### src/rtl/cnn_layer_accel_fas_vec_add_ctrl.sv
`default_nettype none
// ---------------------------------------------------------------------------
// cnn_layer_accel_fas_vec_add_ctrl : FAS vector-add sequencer (fill, replay, per-pixel loop).
// Optional stall counter enabled by defining FAS_VEC_ADD_CTRL_PERF_EN.  Rev 1.0
// ---------------------------------------------------------------------------
module cnn_layer_accel_fas_vec_add_ctrl #(
  parameter int C_CNT_WTH  = 16,
  parameter int C_PERF_WTH = 32
) (
  input  logic                  clk_FAS,
  input  logic                  rst,
  input  logic                  FAS_rdy_n,
  input  logic                  start,
  input  logic [2:0]            mode_cfg,
  input  logic [C_CNT_WTH-1:0]  krnl1x1_dpth_end_cfg,
  input  logic [C_CNT_WTH-1:0]  num_krnl_rpt_cfg,
  input  logic [C_CNT_WTH-1:0]  num_pix_end_cfg,
  input  logic                  krnl1x1_rdy,
  input  logic                  convMap_fifo_empty,
  input  logic                  partMap_fifo_empty,
  input  logic                  resdMap_fifo_empty,
  input  logic                  prevMap_fifo_empty,
  input  logic                  conv1x1_dwc_fifo_empty,
  output logic                  convMap_fifo_rd_en,
  output logic                  partMap_fifo_rd_en,
  output logic                  resdMap_fifo_rd_en,
  output logic                  prevMap_fifo_rd_en,
  output logic                  conv1x1_dwc_fifo_rd_en,
  output logic                  vector_add_pm,
  output logic                  vector_add_rm0,
  output logic                  vector_add_rm1,
  output logic                  vector_add_rm_conv,
  output logic                  vector_add_pv,
  output logic                  pipe_enable,
  output logic                  busy,
  output logic                  process_cmpl,
  output logic                  cfg_err,
  output logic [C_PERF_WTH-1:0] perf_stall_cnt
);

  localparam logic [2:0] MODE_PM      = 3'd0;
  localparam logic [2:0] MODE_RM0     = 3'd1;
  localparam logic [2:0] MODE_RM1     = 3'd2;
  localparam logic [2:0] MODE_RM_CONV = 3'd3;
  localparam logic [2:0] MODE_PV      = 3'd4;
  localparam logic [C_CNT_WTH-1:0] CNT_ONE  = {{(C_CNT_WTH-1){1'b0}}, 1'b1};
  localparam logic [C_CNT_WTH-1:0] CNT_ZERO = '0;

  typedef enum logic [1:0] {
    ST_IDLE   = 2'd0,
    ST_FILL   = 2'd1,
    ST_REPLAY = 2'd2,
    ST_DONE   = 2'd3
  } state_t;

  state_t               state;
  logic [2:0]           mode_r;
  logic [C_CNT_WTH-1:0] dpth_end_r;
  logic [C_CNT_WTH-1:0] rpt_r;
  logic [C_CNT_WTH-1:0] pix_end_r;
  logic [C_CNT_WTH-1:0] dpth_cnt;
  logic [C_CNT_WTH-1:0] krnl_cnt;
  logic [C_CNT_WTH-1:0] pix_cnt;

  // Bit order for both masks: {conv, part, resd, prev, dwc} / {pm, rm0, rm1, rm_conv, pv}
  logic [4:0] req_mask;
  logic [4:0] stb_mask;
  logic [4:0] empty_vec;

  always_comb begin
    req_mask = 5'b00000;
    stb_mask = 5'b00000;
    case (mode_r)
      MODE_PM:      begin req_mask = 5'b11000; stb_mask = 5'b10000; end
      MODE_RM0:     begin req_mask = 5'b10100; stb_mask = 5'b01000; end
      MODE_RM1:     begin req_mask = 5'b11100; stb_mask = 5'b10100; end
      MODE_RM_CONV: begin req_mask = 5'b00101; stb_mask = 5'b00010; end
      MODE_PV:      begin req_mask = 5'b00011; stb_mask = 5'b00001; end
      default:      begin req_mask = 5'b00000; stb_mask = 5'b00000; end
    endcase
  end

  assign empty_vec = {convMap_fifo_empty, partMap_fifo_empty, resdMap_fifo_empty,
                      prevMap_fifo_empty, conv1x1_dwc_fifo_empty};

  logic hold;
  logic mode_legal;
  logic fill_fire;
  logic rep_fire;
  logic fire;
  logic dpth_last;
  logic pass_last;
  logic pix_last;

  // Reset and abort both suppress any pop or strobe in the cycle they are seen.
  assign hold       = rst | FAS_rdy_n;
  assign mode_legal = (mode_cfg <= MODE_PV);
  assign fill_fire  = (state == ST_FILL) && !hold && krnl1x1_rdy && ((req_mask & empty_vec) == 5'b00000);
  assign rep_fire   = (state == ST_REPLAY) && !hold && krnl1x1_rdy;
  assign fire       = fill_fire | rep_fire;
  assign dpth_last  = (dpth_cnt == dpth_end_r);
  assign pass_last  = ((krnl_cnt + CNT_ONE) == rpt_r);
  assign pix_last   = (pix_cnt == pix_end_r);

  assign convMap_fifo_rd_en     = fill_fire & req_mask[4];
  assign partMap_fifo_rd_en     = fill_fire & req_mask[3];
  assign resdMap_fifo_rd_en     = fill_fire & req_mask[2];
  assign prevMap_fifo_rd_en     = fill_fire & req_mask[1];
  assign conv1x1_dwc_fifo_rd_en = fill_fire & req_mask[0];
  assign vector_add_pm          = fill_fire & stb_mask[4];
  assign vector_add_rm0         = fill_fire & stb_mask[3];
  assign vector_add_rm1         = fill_fire & stb_mask[2];
  assign vector_add_rm_conv     = fill_fire & stb_mask[1];
  assign vector_add_pv          = fill_fire & stb_mask[0];
  assign pipe_enable            = fire;

  always_ff @(posedge clk_FAS) begin
    if (rst || FAS_rdy_n) begin
      state        <= ST_IDLE;
      mode_r       <= 3'd0;
      dpth_end_r   <= CNT_ZERO;
      rpt_r        <= CNT_ZERO;
      pix_end_r    <= CNT_ZERO;
      dpth_cnt     <= CNT_ZERO;
      krnl_cnt     <= CNT_ZERO;
      pix_cnt      <= CNT_ZERO;
      busy         <= 1'b0;
      process_cmpl <= 1'b0;
      cfg_err      <= 1'b0;
    end else begin
      process_cmpl <= 1'b0;
      cfg_err      <= 1'b0;
      case (state)
        ST_IDLE: begin
          if (start) begin
            if (mode_legal) begin
              mode_r     <= mode_cfg;
              dpth_end_r <= krnl1x1_dpth_end_cfg;
              rpt_r      <= num_krnl_rpt_cfg;
              pix_end_r  <= num_pix_end_cfg;
              dpth_cnt   <= CNT_ZERO;
              krnl_cnt   <= CNT_ZERO;
              pix_cnt    <= CNT_ZERO;
              busy       <= 1'b1;
              state      <= ST_FILL;
            end else begin
              cfg_err <= 1'b1;
            end
          end
        end
        ST_FILL: begin
          if (fill_fire) begin
            if (dpth_last) begin
              dpth_cnt <= CNT_ZERO;
              if (rpt_r != CNT_ZERO) begin
                state <= ST_REPLAY;
              end else if (pix_last) begin
                state        <= ST_DONE;
                process_cmpl <= 1'b1;
              end else begin
                pix_cnt <= pix_cnt + CNT_ONE;
              end
            end else begin
              dpth_cnt <= dpth_cnt + CNT_ONE;
            end
          end
        end
        ST_REPLAY: begin
          if (rep_fire) begin
            if (dpth_last) begin
              dpth_cnt <= CNT_ZERO;
              if (pass_last) begin
                krnl_cnt <= CNT_ZERO;
                if (pix_last) begin
                  state        <= ST_DONE;
                  process_cmpl <= 1'b1;
                end else begin
                  pix_cnt <= pix_cnt + CNT_ONE;
                  state   <= ST_FILL;
                end
              end else begin
                krnl_cnt <= krnl_cnt + CNT_ONE;
              end
            end else begin
              dpth_cnt <= dpth_cnt + CNT_ONE;
            end
          end
        end
        ST_DONE: begin
          busy  <= 1'b0;
          state <= ST_IDLE;
        end
        default: begin
          busy  <= 1'b0;
          state <= ST_IDLE;
        end
      endcase
    end
  end

`ifdef FAS_VEC_ADD_CTRL_PERF_EN
  always_ff @(posedge clk_FAS) begin
    if (rst || FAS_rdy_n) begin
      perf_stall_cnt <= '0;
    end else if ((state == ST_IDLE) && start && mode_legal) begin
      perf_stall_cnt <= '0;
    end else if (((state == ST_FILL) || (state == ST_REPLAY)) && !fire && (perf_stall_cnt != '1)) begin
      perf_stall_cnt <= perf_stall_cnt + 1'b1;
    end
  end
`else
  assign perf_stall_cnt = '0;
`endif

endmodule
`default_nettype wire

### config.mk
export PLATFORM = sky130hd
export DESIGN_NAME = cnn_layer_accel_fas_vec_add_ctrl
export DESIGN_NICKNAME = d
export VERILOG_FILES = /design/src/rtl/cnn_layer_accel_fas_vec_add_ctrl.sv
export SDC_FILE = /design/constraint.sdc
export NUM_CORES = 1
export LEC_CHECK = 0
export ABC_CLOCK_PERIOD_IN_PS = 5150
export CORE_MARGIN = 5
export CORE_UTILIZATION = 55
export CTS_CLUSTER_SIZE = 20
export DETAILED_ROUTE_END_ITERATION = 6
export GPL_TIMING_DRIVEN = 0
export HOLD_SLACK_MARGIN = 0.15
export PLACE_DENSITY = 0.83
export SLEW_MARGIN = 20
export SYNTH_ARGS = -nofsm -noshare
export SYNTH_HDL_FRONTEND = slang
export SYNTH_SLANG_ARGS = --single-unit
### constraint.sdc
create_clock -name clk_FAS -period 5.15 [get_ports clk_FAS]
set_input_delay 0.7725 -clock clk_FAS [delete_from_list [all_inputs] [get_ports clk_FAS]]
set_output_delay 0.7725 -clock clk_FAS [all_outputs]
set_load 0.01 [all_outputs]
# After elaboration in Yosys (flattened, before gate mapping)
# Cells that the tools add are included.
dict set report word_totals {
  ff_bits 104
  in_bits 61
}
dict set report classes {
  n_addsub 3
  order_cmp 1
  n_eq_ne 19
  muxes 43
  n_bitwise 15
  n_reduce_logical 21
}
# operator count
set ops {}
lappend ops {{$mux W16} 15}
lappend ops {{$pmux W16 S3} 2}
lappend ops {{$pmux W5 S5} 2}
lappend ops {{$add A16 B1 Y16 const B} 3}
lappend ops {{$eq A16 B16 Y1} 3}
lappend ops {{$pmux W16 S2} 1}
lappend ops {{$mux W2} 10}
lappend ops {{$ne A2 B2 Y1 const B} 8}
lappend ops {{$reduce_bool A16 Y1} 1}
lappend ops {{$and A1 B1 Y1} 10}
lappend ops {{$mux W1} 10}
lappend ops {{$reduce_and A5 Y1} 2}
lappend ops {{$reduce_and A9 Y1} 1}
lappend ops {{$pmux W2 S4} 1}
lappend ops {{$reduce_and A8 Y1} 1}
lappend ops {{$eq A3 B2 Y1 const B} 2}
lappend ops {{$reduce_and A3 Y1} 2}
lappend ops {{$and A5 B5 Y5} 1}
lappend ops {{$logic_and A1 B1 Y1} 5}
lappend ops {{$logic_not A5 Y1} 1}
lappend ops {{$eq A2 B2 Y1 const B} 2}
lappend ops {{$pmux W1 S2} 2}
lappend ops {{$reduce_bool A2 Y1} 2}
lappend ops {{$eq A3 B1 Y1 const B} 1}
lappend ops {{other kinds (12)} 14}

# Depth between registers and ports, before layout
dict set report depth {
  depth_word 7
  depth_mapped 12
  ltp_nobuf 8
}

# Worst setup path before layout
# No wires, ideal clock.
dict set report synth_path {
  path_kind {reg2reg}
  startpoint {register krnl_cnt[0]}
  endpoint {register pix_cnt[7]}
  arrival_ps 3142
  setup_slack_ps 1907
  path_stages_with_launch 13
  cell_sequence {dfxtp_1 ha_1 buf_2 nand3_1 or4_1 clkbuf_1 o2bb2ai_1 nor4_1 a41oi_1 or4b_1 buf_2 buf_4 o41ai_1}
}
dict set report synth_between {
  elab_chain_cells 4
}
# element line_no
set synth_lines {}
lappend synth_lines {{from (decl)} 62} ;# logic [C_CNT_WTH-1:0] krnl_cnt;
lappend synth_lines {{from (signal assigned)} 182} ;# krnl_cnt <= krnl_cnt + CNT_ONE;
lappend synth_lines {{$add A16 B1 Y16} 102} ;# assign pass_last = ((krnl_cnt + CNT_ONE) == rpt_r);
lappend synth_lines {{$eq A16 B16 Y1} 102}
lappend synth_lines {{$ne A2 B2 Y1 (no source line)} n/a}
lappend synth_lines {{$reduce_and A9 Y1 (no source line)} n/a}
lappend synth_lines {{to (signal assigned)} 161} ;# pix_cnt <= pix_cnt + CNT_ONE;
lappend synth_lines {{to (signal assigned)} 178} ;# pix_cnt <= pix_cnt + CNT_ONE;
lappend synth_lines {{to (decl)} 63} ;# logic [C_CNT_WTH-1:0] pix_cnt;
# Every way passes these cells.
# A chain may end at the register's enable or synchronous reset.

# Final worst setup path
dict set report layout_path {
  startpoint {input resdMap_fifo_empty}
  endpoint {output conv1x1_dwc_fifo_rd_en}
}
dict set report layout_between {
  elab_chain_cells 4
}
# element line_no
set layout_lines {}
lappend layout_lines {{from (decl)} 21} ;# input logic resdMap_fifo_empty,
lappend layout_lines {{$and A5 B5 Y5} 98} ;# assign fill_fire = (state == ST_FILL) && !hold && krnl1x1_rdy && ((req_mask & empty_vec) == 5'b00000);
lappend layout_lines {{$logic_not A5 Y1} 98}
lappend layout_lines {{$logic_and A1 B1 Y1} 98}
lappend layout_lines {{$and A1 B1 Y1} 109} ;# assign conv1x1_dwc_fifo_rd_en = fill_fire & req_mask[0];
lappend layout_lines {{to (decl)} 28} ;# output logic conv1x1_dwc_fifo_rd_en,
# Every way passes these cells.

==> flow_metrics.env <==
export IMPL_critPathRequiredTime_ns=4.38
export IMPL_setup_ws_ns=1.18
export IMPL_wl_met1_um=6980
export IMPL_avgRoutedWirePerCell_um=16.0
export IMPL_numCtsBuffers=9
export IMPL_synth_edf_count=0
export IMPL_antenna_found_initial=0
export IMPL_nNetsFinal=970
export IMPL_ys_types=62
export IMPL_swShare_pct=27.8
export IMPL_drtPass1Iterations=5
export IMPL_met3_length_um=1640
export IMPL_cts_sinks=104
export IMPL_period_needed_ns=3.97
export IMPL_crit_path_start="resdMap_fifo_empty"
export IMPL_cts_tree="yes"
export IMPL_clkPwrFrac_pct=33.8
export IMPL_power_leakage_nw=2.83
export IMPL_place_congestion=0.938
export IMPL_rrSetupSlack_ns=1.30
export IMPL_dp_hpwl_um=12700
export IMPL_routed_via_density=5.85
export IMPL_start_util_pct=55.9
export IMPL_max_cap_viol_count=0
export IMPL_max_freq_mhz=252
export IMPL_rows=38
export IMPL_hold_class="flop to flop"
export IMPL_diodes=0
export IMPL_place_ws_ns=1.08
export IMPL_postRouteAntennaNets=0
export IMPL_rsz0062_at_grt="false"
export IMPL_vias=6116
export IMPL_portBuffers=74
export IMPL_reg2regPathDepth=12
export IMPL_clockBufferDepth=2
export IMPL_grt_pass1_vias=5633
export IMPL_die_w_um=115
export IMPL_cts_hold_buffers=0
export IMPL_setup_viol=0
export IMPL_seq_area_frac_synth_pct=34.5
export IMPL_layout_commonest_cell="nand2_1"
export IMPL_grt_overflow_total=0
export IMPL_setup_tns_final_ns=0
export IMPL_drt_iter0_drc=611
export IMPL_reg2reg_from="krnl_cnt[0]"
export IMPL_grt_pass1_wl_um=26900
export IMPL_syn_inst=785
export IMPL_ys_async_sr_fraction_pct=0
export IMPL_worst_slew_pin_slew_ns=0.974
export IMPL_clk_pin_slew_worst_paths_ns=0.09
export IMPL_crit_fanout=5
export IMPL_core_mm2=0.0108
export IMPL_ios=107
export IMPL_slew_violations=0
export IMPL_die_area_mm2=0.0132
export IMPL_grt_usage_pct=25.2
export IMPL_route_final_wire_length_um=16800
export IMPL_yosysWarnings=0
export IMPL_ys_ff_latch=104
export IMPL_relSlewSlack_pct=34.5
export IMPL_drc_errors=0
export IMPL_highest_layer="met4"
export IMPL_drive_above_1_share_pct=7.17
export IMPL_cts_root_buf="clkbuf_8"
export IMPL_final_cell_mix="nand2_1 (147), dfxtp_1 (104), clkdlybuf4s50_1 (74), a21oi_1 (72), nor2_1 (47)"
export IMPL_powerDensity_mw_per_mm2=229
export IMPL_hold_viol=0
export IMPL_reg2reg_to="pix_cnt[7]"
export IMPL_grt_max_degree=17
export IMPL_syn2layout_area_growth_pct=20.6
export IMPL_startpoint_type="input port"
export IMPL_clk_latency_ns=0.38
export IMPL_power_frac_seq_pct=49.8
export IMPL_period_share_pct=77.1
export IMPL_post_cts_setup_buffers=0
export IMPL_net_switching_power_uw=463
export IMPL_p_int_mw=1.20
export IMPL_wl_met2_um=7580
export IMPL_cts_resized=0
export IMPL_synth_avg_cell_area_um2=7.69
export IMPL_htreeDepth=3
export IMPL_skew_ns=0.0117
export IMPL_crit_path_end="conv1x1_dwc_fifo_rd_en"
export IMPL_pwr_share_comb_pct=16.5
export IMPL_netlist_area_mm2=0.00604
export IMPL_critPathCaptureType="output port"
export IMPL_crit_type="input port to output port"
export IMPL_die_h_um=115
export IMPL_status="finished, final reports clean"
export IMPL_vdd_ir_drop_max_v=0.000170
export IMPL_critPathArrivalTime_ns=3.20
export IMPL_synthFlopType="dfxtp_1"
[kinds of logic after synthesis]
group | after synthesis | synth area share (%)
simple gates | 338 | 27.5
fa+ha+maj | 8 | 1.66
other cells | 1 | 0.0621
mux | 6 | 1.04
flops | 104 | 34.5
compound gates | 167 | 17.6
xor+xnor | 65 | 9.43
buf+inv | 96 | 8.29
[worst min path at each step]
stage                               from  cells after the start              to
after detailed placement   dpth_end_r[8]                      2   dpth_end_r[8]
after CTS                  dpth_end_r[8]                      2   dpth_end_r[8]
after global placement     dpth_end_r[3]                      2   dpth_end_r[3]
after floorplan           dpth_end_r[15]                      2  dpth_end_r[15]
final                       pix_end_r[3]                      2    pix_end_r[3]
after global routing      dpth_end_r[10]                      2  dpth_end_r[10]
[critical path: stages]
cell and delay, ns:
clkdlybuf4s50_1 0.42, a2111oi_0 0.65, o311a_1 0.34, nand2b_1 0.16, nor2_1 0.20, or2_2 0.14
clkdlybuf4s50_1 0.52
[power groups by stage]
stage | clock network, mW | logic [mW] | registers (mW)
floorplan | 0 | 0.169 | 0.845
global placement | 0 | 0.266 | 0.848
detailed placement | 0 | 0.269 | 0.849
CTS | 0.566 | 0.270 | 0.830
global route | 0.600 | 0.302 | 0.832
finish | 0.563 | 0.274 | 0.830
[stage by stage]
stage / instance area (um2) / cells / power (mW) / hold slack, ns / util (%)
2_1_floorplan: 6150 / 816 / 1.01 / 0.448 / -
3_3_place_gp: 7070 / 1030 / 1.11 / 0.454 / 65.5
3_5_place_dp: 7070 / 1030 / 1.12 / 0.460 / 65.5
4_1_cts: 7280 / 1046 / 1.67 / 0.474 / 67.5
5_1_grt: 7280 / 1046 / 1.73 / 0.493 / 67.5
6_report: 7280 / 1046 / 1.67 / 0.472 / 67.5
[cell usage after synthesis, drive strengths merged (3+ instances only)]
library cell / n / share of area (%)
a21oi: 72 / 6.0
a22oi: 7 / 0.87
a31oi: 7 / 0.73
a32oi: 4 / 0.58
a41oi: 4 / 0.58
and2: 3 / 0.31
and3: 20 / 2.1
and4: 6 / 0.87
buf: 43 / 5.0
clkbuf: 38 / 2.4
dfxtp: 104 / 34
ha: 8 / 1.7
inv: 14 / 0.87
mux2i: 4 / 0.66
nand2: 147 / 9.1
nand2b: 3 / 0.31
nand3: 21 / 1.7
nand3b: 3 / 0.37
nand4: 21 / 2.5
nor2: 47 / 2.9
nor2b: 3 / 0.31
nor3: 15 / 1.2
nor3b: 4 / 0.50
nor4: 22 / 2.3
o21ai: 24 / 2.0
o22ai: 9 / 0.93
o311ai: 10 / 1.5
o31ai: 3 / 0.37
o41ai: 7 / 1.0
or2: 3 / 0.31
or3: 7 / 0.73
or4: 8 / 1.1
xnor2: 22 / 3.2
xor2: 43 / 6.2
[layer usage]
metal,vias to the layer above,global-route usage (%)
met5,-,0
met4,0,9.39
met3,63,6.37
met2,296,40.4
met1,2794,32.8
li1,2963,-
[layout make-up]
type,instances,area [um2]
clock inverter,5,81.3
sequential,104,2080
buffer,81,444
timing repair buffer,74,741
multi-input combinational,616,3570
tap,140,175
fill,938,3510
clock buffer,11,131
inverter,15,56.3
[flip-flops by register name (all words and copies together), names as in the netlist, 2 cells and up]
signal and count:
mode_r 3, pix_end_r 16, dpth_end_r 16, state 2
rpt_r 16, krnl_cnt 16, pix_cnt 16, dpth_cnt 16
Note: power is estimated with default switching activity, not from simulation.
